## src/rtl/lipsi_loader_shell.sv

```systemverilog
// Pad-side shell for a Lipsi-class core: pin synchronisers, byte-serial program
// loader into instruction memory, registered output channel and uio direction control.
module lipsi_loader_shell #(
    parameter int                DATA_W      = 8,
    parameter int                ADDR_W      = 8,
    parameter int                SYNC_STAGES = 2,
    parameter logic [DATA_W-1:0] RUN_OE      = 8'hF0
) (
    input  logic              clock,
    input  logic              reset,
    input  logic              ena,
    input  logic [DATA_W-1:0] ui_in,
    input  logic [DATA_W-1:0] uio_in,
    output logic [DATA_W-1:0] uo_out,
    output logic [DATA_W-1:0] uio_out,
    output logic [DATA_W-1:0] uio_oe,
    output logic              core_rst,
    output logic [DATA_W-1:0] core_in,
    output logic [DATA_W-3:0] core_ctrl,
    input  logic [DATA_W-1:0] core_out,
    input  logic              core_out_valid,
    output logic              mem_we,
    output logic [ADDR_W-1:0] mem_addr,
    output logic [DATA_W-1:0] mem_wdata,
    output logic              wrapped
);

    typedef enum logic {ST_LOAD, ST_RUN} state_t;

    state_t            state_q, state_d;
    logic [DATA_W-1:0] ui_sync_q  [SYNC_STAGES];
    logic [DATA_W-1:0] ui_sync_d  [SYNC_STAGES];
    logic [DATA_W-1:0] uio_sync_q [SYNC_STAGES];
    logic [DATA_W-1:0] uio_sync_d [SYNC_STAGES];
    logic              strobe_dly_q, strobe_dly_d;
    logic [ADDR_W-1:0] ptr_q, ptr_d;
    logic              wrapped_q, wrapped_d;
    logic [DATA_W-1:0] out_reg_q, out_reg_d;
    logic [DATA_W-1:0] uo_out_q, uo_out_d;
    logic [DATA_W-1:0] uio_out_q, uio_out_d;
    logic [DATA_W-1:0] uio_oe_q, uio_oe_d;
    logic              core_rst_q, core_rst_d;
    logic              mem_we_q, mem_we_d;
    logic [ADDR_W-1:0] mem_addr_q, mem_addr_d;
    logic [DATA_W-1:0] mem_wdata_q, mem_wdata_d;

    logic [DATA_W-1:0] s_ui, s_uio;
    logic              s_strobe, s_mode, strobe_rise;

    assign s_ui        = ui_sync_q[SYNC_STAGES-1];
    assign s_uio       = uio_sync_q[SYNC_STAGES-1];
    assign s_strobe    = s_ui[0];
    assign s_mode      = s_ui[1];
    assign strobe_rise = s_strobe & ~strobe_dly_q;

    always_comb begin
        state_d      = state_q;
        ui_sync_d    = ui_sync_q;
        uio_sync_d   = uio_sync_q;
        strobe_dly_d = strobe_dly_q;
        ptr_d        = ptr_q;
        wrapped_d    = wrapped_q;
        out_reg_d    = out_reg_q;
        uo_out_d     = uo_out_q;
        uio_out_d    = uio_out_q;
        uio_oe_d     = uio_oe_q;
        core_rst_d   = core_rst_q;
        mem_we_d     = 1'b0;
        mem_addr_d   = mem_addr_q;
        mem_wdata_d  = mem_wdata_q;

        if (ena) begin
            ui_sync_d[0]  = ui_in;
            uio_sync_d[0] = uio_in;
            for (int i = 1; i < SYNC_STAGES; i++) begin
                ui_sync_d[i]  = ui_sync_q[i-1];
                uio_sync_d[i] = uio_sync_q[i-1];
            end
            strobe_dly_d = s_strobe;

            case (state_q)
                ST_LOAD: begin
                    // Leaving LOAD takes priority: a strobe edge in the same cycle is dropped.
                    if (!s_mode) begin
                        state_d   = ST_RUN;
                        ptr_d     = '0;
                        wrapped_d = 1'b0;
                    end else if (strobe_rise) begin
                        mem_we_d    = 1'b1;
                        mem_addr_d  = ptr_q;
                        mem_wdata_d = s_uio;
                        ptr_d       = ptr_q + ADDR_W'(1);
                        if (ptr_q == {ADDR_W{1'b1}}) begin
                            wrapped_d = 1'b1;
                        end
                    end
                end
                default: begin
                    if (s_mode) begin
                        state_d = ST_LOAD;
                    end else if (core_out_valid) begin
                        out_reg_d = core_out;
                    end
                end
            endcase

            // Pin outputs follow the next state so they change together with core_rst.
            if (state_d == ST_LOAD) begin
                uo_out_d   = DATA_W'(ptr_d);
                uio_out_d  = '0;
                uio_oe_d   = '0;
                core_rst_d = 1'b1;
            end else begin
                uo_out_d   = out_reg_d;
                uio_out_d  = out_reg_d;
                uio_oe_d   = RUN_OE;
                core_rst_d = 1'b0;
            end
        end
    end

    always_ff @(posedge clock or posedge reset) begin
        if (reset) begin
            state_q      <= ST_LOAD;
            for (int i = 0; i < SYNC_STAGES; i++) begin
                ui_sync_q[i]  <= '0;
                uio_sync_q[i] <= '0;
            end
            strobe_dly_q <= 1'b0;
            ptr_q        <= '0;
            wrapped_q    <= 1'b0;
            out_reg_q    <= '0;
            uo_out_q     <= '0;
            uio_out_q    <= '0;
            uio_oe_q     <= '0;
            core_rst_q   <= 1'b1;
            mem_we_q     <= 1'b0;
            mem_addr_q   <= '0;
            mem_wdata_q  <= '0;
        end else begin
            state_q      <= state_d;
            for (int i = 0; i < SYNC_STAGES; i++) begin
                ui_sync_q[i]  <= ui_sync_d[i];
                uio_sync_q[i] <= uio_sync_d[i];
            end
            strobe_dly_q <= strobe_dly_d;
            ptr_q        <= ptr_d;
            wrapped_q    <= wrapped_d;
            out_reg_q    <= out_reg_d;
            uo_out_q     <= uo_out_d;
            uio_out_q    <= uio_out_d;
            uio_oe_q     <= uio_oe_d;
            core_rst_q   <= core_rst_d;
            mem_we_q     <= mem_we_d;
            mem_addr_q   <= mem_addr_d;
            mem_wdata_q  <= mem_wdata_d;
        end
    end

    assign uo_out    = uo_out_q;
    assign uio_out   = uio_out_q;
    assign uio_oe    = uio_oe_q;
    assign core_rst  = core_rst_q;
    assign core_in   = s_uio & ~RUN_OE;
    assign core_ctrl = s_ui[DATA_W-1:2];
    assign mem_we    = mem_we_q;
    assign mem_addr  = mem_addr_q;
    assign mem_wdata = mem_wdata_q;
    assign wrapped   = wrapped_q;

endmodule

```

## config.mk

```make
export PLATFORM = sky130hd
export DESIGN_NAME = lipsi_loader_shell
export DESIGN_NICKNAME = d
export VERILOG_FILES = /design/src/rtl/lipsi_loader_shell.sv
export SDC_FILE = /design/constraint.sdc
export NUM_CORES = 1
export LEC_CHECK = 0
export BUFFER_PORTS_ARGS = -buffer_cell sky130_fd_sc_hd__buf_2
export CAP_MARGIN = 40
export CORE_MARGIN = 3
export CORE_UTILIZATION = 30
export DETAILED_ROUTE_END_ITERATION = 8
export PLACE_DENSITY = 0.59
export SLEW_MARGIN = 20
export SYNTH_ARGS = -nofsm -noshare
export SYNTH_HDL_FRONTEND = slang
export SYNTH_SLANG_ARGS = --single-unit
```

## constraint.sdc

```tcl
create_clock -name clock -period 3.44 [get_ports clock]
set_input_delay 0.688 -clock clock [delete_from_list [all_inputs] [get_ports clock]]
set_output_delay 0.688 -clock clock [all_outputs]
set_load 0.02 [all_outputs]
```

Word-level counts from Yosys, hierarchy flattened
Cells that the tools add are included.
- register bits: 93
- logic and storage cells: 44
- $add $sub $neg: 1
- equal/unequal tests: 3
- muxes and demuxes: 19
- bitwise operators: 3
- reductions and logical operators: 2
- operators with widths (kind ; number):
    2-to-1 mux 8 bit ; 9
    2-to-1 mux 1 bit ; 10
    adder 8 x 1 -> 8 bit (second input constant) ; 1
    equality test 8 bit (second input constant) ; 1
    AND reduction 4 bit ; 2
    inequality test 2 x 1 -> 1 bit (second input constant) ; 2
    inverter 1 bit ; 2
    bitwise AND 1 bit ; 1

Longest topological paths before layout
Gate-level depths: netlist of run 1.
- depth after elaboration: 6
- depth in mapped cells: 8
- depth with buffers taken out: 6

Worst setup path after synthesis of run 1
Ideal clock, no wire load.
- path kind: input to register
- start point: input ena
- end point: register mem_addr_q[0], in the netlist mem_addr[0]
- setup time: 125 ps
- arrival time: 1843 ps
- data required time: 3315 ps
- path slack: 1472 ps
- stages on the path: 7
- path through: buf_2 -> nand2b_1 -> nor2_1 -> nand2_1 -> inv_2 -> buf_2 -> mux2_2
- cells in the longest elaborated chain, start to end: 1
- RTL lines (item ; line ; source):
    from (decl) ; 11 ; input logic ena,
    AND reduction 4 bit (no line) ; n/a ;
    to (signal assigned) ; 155 ; mem_addr_q <= mem_addr_d;
    to (decl) ; 44 ; logic [ADDR_W-1:0] mem_addr_q, mem_addr_d;
No other way between the ends.
A chain may end at the register's enable or synchronous reset.

==> results of run 1 <==
-- sequential cells by signal, indices dropped and copies added, names as in the netlist --
register	count
ptr_q	8
strobe_dly_q	1
mem_we	1
ui_sync_q	8
uio_oe	1
uo_out	8
wrapped	1
out_reg_q	8
s_ui	8
core_rst	1
mem_addr	8
uio_sync_q	8
mem_wdata	8
uio_out	8
s_uio	8
-- cell usage in the layout, fill, tap and decap left out, types with 2 or more instances in the layout --
cell / netlist / routed
nand2_1: 18 / 18
clkbuf_16: 0 / 9
o2bb2ai_1: 4 / 4
nor2_1: 12 / 12
buf_4: 22 / 2
a31oi_1: 3 / 3
a22o_1: 5 / 5
o21ai_0: 12 / 12
xnor2_1: 4 / 4
o221ai_1: 2 / 2
clkinv_2: 0 / 2
bufinv_16: 0 / 2
inv_1: 13 / 12
mux2_2: 59 / 59
a21o_1: 2 / 2
nand3_1: 8 / 8
nor2b_1: 2 / 2
dfrtp_1: 84 / 84
mux2i_1: 7 / 7
nand2b_1: 2 / 2
a21oi_1: 5 / 5
buf_2: 2 / 76
conb_1: 1 / 8
-- kinds of logic (layout without fill, tap and decap cells) --
logic type / Yosys count / in the layout / synth area share, %
other: 1 / 8 / 0.101
buffers and inverters: 48 / 108 / 7.33
DFF: 85 / 85 / 57.2
xor gates and xnor gates: 5 / 5 / 1.18
AOI/OAI and AO/OA: 39 / 39 / 7.26
adders and majority gates: 1 / 1 / 0.336
muxes: 66 / 66 / 19.7
and+or+nand+nor: 49 / 49 / 6.86
-- where the power goes --
part	switching (mW)	total [mW]	internal [mW]
logic	0.371	0.648	0.277
clock network	0.382	1.03	0.651
registers	0.123	1.32	1.19
-- metrics by stage --
step | total power, mW | std cells | hold slack [ps] | util, % | instance area, um2
2_1_floorplan | 1.80 | 301 | 449 | - | 3750
3_3_place_gp | 1.97 | 513 | 463 | 34.3 | 4130
3_5_place_dp | 2.00 | 514 | 463 | 34.5 | 4160
4_1_cts | 3.04 | 529 | 476 | 37.1 | 4480
5_1_grt | 3.16 | 529 | 500 | 37.1 | 4480
6_report | 3.00 | 529 | 472 | 37.1 | 4480
-- how the worst max path moves through the flow --
stage	startpoint	to	slack, ps
5_1_grt	ena	out_reg_q[2]	1350
3_3_place_gp	ena	out_reg_q[6]	1250
4_1_cts	ena	out_reg_q[2]	1490
6_report	ena	out_reg_q[2]	1500
2_1_floorplan	reset	mem_addr[0]	560
3_5_place_dp	ena	out_reg_q[2]	1120
-- area by class of cell --
type / instances / area share [%]
clock inverters: 4 / 1.62
well taps: 168 / 4.70
repair buffers: 79 / 9.45
clock buffers: 11 / 5.42
inverters: 14 / 1.20
flip-flops and latches: 85 / 47.5
multi-input cells: 168 / 30.1
-- layer usage --
metal	part of all wire, %	global-route usage [%]	vias up
met2	45	17.2	71
met4	1.3	3.67	2
met5	0.17	0	-
met1	46	15.1	1170
li1	-	-	1122
met3	7.4	5.45	12
-- tightest hold or removal path: stages, from the launching register on --
cell and delay, ps:
dfstp_2 370, inv_1 40, o21ai_0 60
==> flow_metrics.py, run 1 <==
metrics = {
    "outcome": {
        "run_status": "finished clean",
    },
    "clock_network": {
        "cts_resized": 0,
        "cts_root_buf": "clkbuf_16",
        "clockBufferDepth": 2,
        "cts.sinks": 85,
        "clk_pin_slew_ps": 60,
        "cts_tree": "done",
        "cts_setup_buffers": 0,
        "postCtsHoldBufs": 0,
        "cts_made_buffers": 9,
        "insertion_delay_ps": 330,
        "htree_levels": 3,
    },
    "grt": {
        "antenna_found_initial": 1,
        "grt_overflow": 0,
        "grt_pass1_wl_mm": 12.8,
        "grtUsageTotal_pct": 11.6,
        "grt_pass1_vias": 2520,
        "grt_max_degree": 49,
    },
    "detailed_routing": {
        "drtIter0Drc": 142,
        "wire_per_inst_um": 14.4,
        "first_pass_iters": 4,
        "drc": 0,
        "wl_mm": 7.61,
        "dr_total_vias": 2377,
        "ant_nets": 0,
        "routed_via_density": 4.49,
    },
    "setup_path": {
        "worstSetupEndpointType": "register",
        "path_depth": 5,
        "critPathMaxFanout": 13,
        "r2r_slack_ps": 1540,
        "critPathTopFamily": "simple AND/OR/NAND/NOR gates",
        "arrival_ps": 2150,
        "path_cells": "buf_2 > inv_1 > nor2_1 > nand3_1 > mux2_2",
        "crit_required_ps": 3650,
        "rr_endpoint": "mem_wdata[6]",
        "critPathBufInv": 2,
        "rr_startpoint": "uio_oe[6]",
        "cp_slowest_stage_delay_ps": 400,
        "start_kind": "input port",
        "crit_type": "in2reg",
        "crit_path_top_delay_cell": "mux2_2",
        "ff2ff_path_depth": 5,
    },
    "pwr": {
        "ir_drop_uv": 359,
        "p_leak_nw": 2.15,
        "p_per_area_nw_per_um2": 670,
    },
    "layout": {
        "drive_gt1_share_pct": 44.3,
        "area_growth_pct": 20.3,
        "fillers": 1204,
        "seqCellArea_um2": 2130,
        "fin_nets": 386,
        "antenna_cells": 0,
        "multi_input_area_um2": 1350,
    },
    "worst_hold_path": {
        "min_from": "core_rst",
        "holdPathEnd": "core_rst",
        "hold_depth": 2,
        "min_path_type": "reg2reg",
    },
    "sta": {
        "clock-skew-final_ps": 6.61,
        "hold_viol": 0,
        "tns_ps": 0,
        "slew_headroom_pct": 61.9,
        "fin_ws_ps": 1500,
        "period_needed_ps": 1940,
        "fmax_ghz": 0.517,
        "worst_pin_slew_ps": 572,
        "final_max_slew_viol_count": 0,
        "min_period_over_period_pct": 56.3,
        "rsz0062_at_grt": "false",
        "finalSetupViolCount": 0,
    },
    "synth": {
        "ys_seq_area_share_pct": 57.2,
        "synth_edf_count": 0,
        "ys_types": 40,
        "syn_area_per_cell_um2": 12.7,
        "synth_cells": 294,
        "async_flop_share_pct": 100,
        "synth_top_area_share_pct": 56.5,
        "synth_ff_type": "dfrtp_1",
        "synth_most_common_cell": "dfrtp_1",
        "ys_warn_count": 0,
        "netlist_area_um2": 3720,
        "synth_area_leaders": "dfrtp_1 (56%), mux2_2 (18%), buf_4 (4.4%), mux2i_1 (1.9%), nand2_1 (1.8%)",
        "synth_commonest_cells": "dfrtp_1 (84), mux2_2 (59), buf_4 (22), nand2_1 (18), inv_1 (13)",
        "synth_top_area_cell": "dfrtp_1",
        "synth_seq_cells": 85,
    },
    "floorplanning": {
        "row_count": 40,
        "initial_core_util_pct": 30.9,
        "core_um2": 12100,
        "die_y_um": 117,
        "die_w_um": 117,
        "io_pins": 85,
        "dieArea_um2": 13800,
    },
    "job": {
        "drv_cap": 0,
    },
    "place": {
        "post-dp-hpwl_mm": 5.45,
        "place_congestion": 0.787,
        "portBuffers": 76,
        "place_ws_ps": 1120,
    },
}
Note: power is estimated with default switching activity, not from simulation.
==> run 2: changes to the inputs <==
--- a/config.mk
+++ b/config.mk
@@ -5,6 +5,7 @@
 export SDC_FILE = /design/constraint.sdc
 export NUM_CORES = 1
 export LEC_CHECK = 0
+export ABC_AREA = 1
 export BUFFER_PORTS_ARGS = -buffer_cell sky130_fd_sc_hd__buf_2
 export CAP_MARGIN = 40
 export CORE_MARGIN = 3
==> constraint.sdc (replaced) <==
create_clock -name clock -period 1.8 [get_ports clock]
set_input_delay 0.36 -clock clock [delete_from_list [all_inputs] [get_ports clock]]
set_output_delay 0.36 -clock clock [all_outputs]
set_load 0.02 [all_outputs]
==> flow_metrics.py, run 2 <==
metrics = {
    "outcome": {
        "run_status": "finished clean",
    },
    "pwr": {
        "p_int_mw": 3.82,
        "power.switching_mw": 1.48,
        "p_leak_nw": 2.34,
        "p_per_area_nw_per_um2": 1180,
        "pwr-share-clk_pct": 38.6,
        "p_sw_share_pct": 27.9,
        "pwr-share-seq_pct": 43.6,
        "ir_drop_uv": 496,
        "combPwrFrac_pct": 17.8,
        "total_power_mw": 5.29,
    },
    "synth": {
        "ys_warn_count": 0,
        "netlist_area_um2": 3740,
        "synth_top_area_share_pct": 56.1,
        "synth_area_leaders": "dfrtp_1 (56%), nand2_1 (14%), o21ai_0 (5.2%), buf_4 (4.4%), inv_1 (4.0%)",
        "ys_seq_area_share_pct": 56.8,
        "synth_top_area_cell": "dfrtp_1",
        "synth_seq_cells": 85,
        "syn_area_per_cell_um2": 8.79,
        "async_flop_share_pct": 100,
        "ys_types": 31,
        "synth_most_common_cell": "nand2_1",
        "synth_edf_count": 0,
        "synth_commonest_cells": "nand2_1 (140), dfrtp_1 (84), inv_1 (40), o21ai_0 (39), buf_4 (22)",
        "synth_cells": 426,
        "synth_ff_type": "dfrtp_1",
    },
    "place": {
        "place_ws_ps": 333,
        "post-dp-hpwl_mm": 5.78,
        "portBuffers": 76,
        "placed_area_um2": 4160,
        "place_congestion": 0.844,
    },
    "clock_network": {
        "htree_levels": 3,
        "postCtsHoldBufs": 0,
        "cts_setup_buffers": 0,
        "insertion_delay_ps": 340,
        "clockBufferDepth": 2,
        "cts_made_buffers": 9,
        "cts_root_buf": "clkbuf_16",
        "cts.sinks": 85,
        "cts_tree": "done",
        "clk_pin_slew_ps": 60,
        "cts_resized": 0,
    },
    "floorplanning": {
        "die_w_um": 118,
        "initial_core_util_pct": 30.9,
        "die_y_um": 118,
        "io_pins": 85,
        "core_um2": 12100,
        "row_count": 40,
        "dieArea_um2": 13900,
    },
    "sta": {
        "fin_ws_ps": 335,
        "rsz0062_at_grt": "false",
        "final_max_slew_viol_count": 0,
        "finalSetupViolCount": 0,
        "tns_ps": 0,
        "period_needed_ps": 1470,
        "min_period_over_period_pct": 81.4,
        "fmax_ghz": 0.683,
        "clock-skew-final_ps": 7.62,
        "hold_viol": 0,
    },
    "setup_path": {
        "arrival_ps": 1690,
        "rr_endpoint": "ptr_q[7]",
        "start_kind": "register",
        "r2r_slack_ps": 330,
        "critPathMaxFanout": 9,
        "crit_type": "reg2reg",
        "worstSetupEndpointType": "register",
        "rr_startpoint": "uio_oe[6]",
        "ff2ff_path_depth": 8,
        "crit_required_ps": 2020,
    },
    "layout": {
        "final_common_cell": "nand2_1",
        "mostFrequentLayoutCells": "nand2_1 (140), dfrtp_1 (84), buf_2 (76)",
        "final_area_um2": 4490,
        "drive_gt1_share_pct": 23.4,
        "antenna_cells": 0,
        "fin_nets": 514,
        "area_growth_pct": 19.8,
    },
    "detailed_routing": {
        "routed_via_density": 4.33,
        "wl_mm": 8.07,
        "wire_per_inst_um": 12.3,
        "dr_total_vias": 2838,
        "drc": 0,
        "drtIter0Drc": 162,
        "ant_nets": 0,
        "first_pass_iters": 5,
    },
    "grt": {
        "grt_pass1_wl_mm": 13.6,
        "grt_max_degree": 86,
        "grt_pass1_vias": 2697,
        "grtUsageTotal_pct": 12.2,
        "grt_overflow": 0,
        "antenna_found_initial": 0,
    },
    "worst_hold_path": {
        "min_path_type": "in2async",
    },
    "job": {
        "drv_cap": 0,
    },
}
[run 2: cell count changes in the layout (fill, tap and decap cells not counted), moves of 4 or more]
cell,before,now
nand2_1,18,140
mux2_2,59,0
inv_1,12,39
o21ai_0,12,39
o21ai_1,0,17
nand3_1,8,20
mux2i_1,7,0
a22o_1,5,0
nand4_1,0,4
o2bb2ai_1,4,0
xnor2_1,4,0
[run 2: layer usage]
| layer | share of wire [%] | GRT usage (%) | vias up |
|---|---|---|---|
| li1 | - | - | 1432 |
| met1 | 48 | 16.5 | 1339 |
| met2 | 46 | 18.5 | 58 |
| met3 | 4.4 | 3.56 | 9 |
| met4 | 1.5 | 4.62 | 0 |
| met5 | 0 | 0 | - |
[run 2: layout make-up]
cell class	count	area (um2)
inverter	44	169
timing repair buffer	80	435
clock buffer	10	229
clock inverter	4	98.8
multi-input combinational	265	1220
tap	168	210
fill	1284	7620
sequential	85	2130
[run 2: critical path, cell delays in order (launching register included)]
cell	delay, ps
dfrtp_1	470
inv_2	120
nand3_2	190
nor2_2	210
nand3_1	90
nand2_1	70
nand2_1	80
nand2_1	80
nand2_1	50
[run 2: power by group through the flow]
stage / sequential, mW / clock [mW] / combinational (mW)
after floorplan: 2.48 / 0 / 0.539
after global placement: 2.34 / 0 / 0.946
after detailed placement: 2.35 / 0 / 0.957
after CTS: 2.32 / 2.10 / 0.962
after global routing: 2.34 / 2.17 / 1.06
final: 2.31 / 2.04 / 0.942
[run 2: how the worst max path moves through the flow]
stage                     cells after the start           to  slack (ps)      start
after floorplan                               1  mem_addr[0]         460      reset
after global placement                        8     ptr_q[7]         370  uio_oe[6]
after detailed placement                      8     ptr_q[7]         330  uio_oe[6]
after CTS                                     8     ptr_q[7]         320  uio_oe[6]
after global routing                          8    uo_out[7]         200  uio_oe[6]
final                                         8     ptr_q[7]         330  uio_oe[6]
[run 2: logic make-up (layout without fill, tap and decap cells)]
family,count (synthesis),in the layout,synth area share (%)
and+or+nand+nor,185,185,21.0
DFF,85,85,56.8
buffers and inverters,83,138,11.4
AOI/OAI and AO/OA,69,69,9.89
xor gates and xnor gates,2,2,0.468
adders and majority gates,1,1,0.334
other,1,8,0.100
[run 2: metrics by stage]
stage / instances / utilization [%] / hold WS (ps)
finish: 656 / 37.1 / 139
global placement: 642 / 34.3 / 453
floorplan: 433 / - / 442
global route: 656 / 37.1 / 196
CTS: 656 / 37.1 / 171
detailed placement: 642 / 34.3 / 459
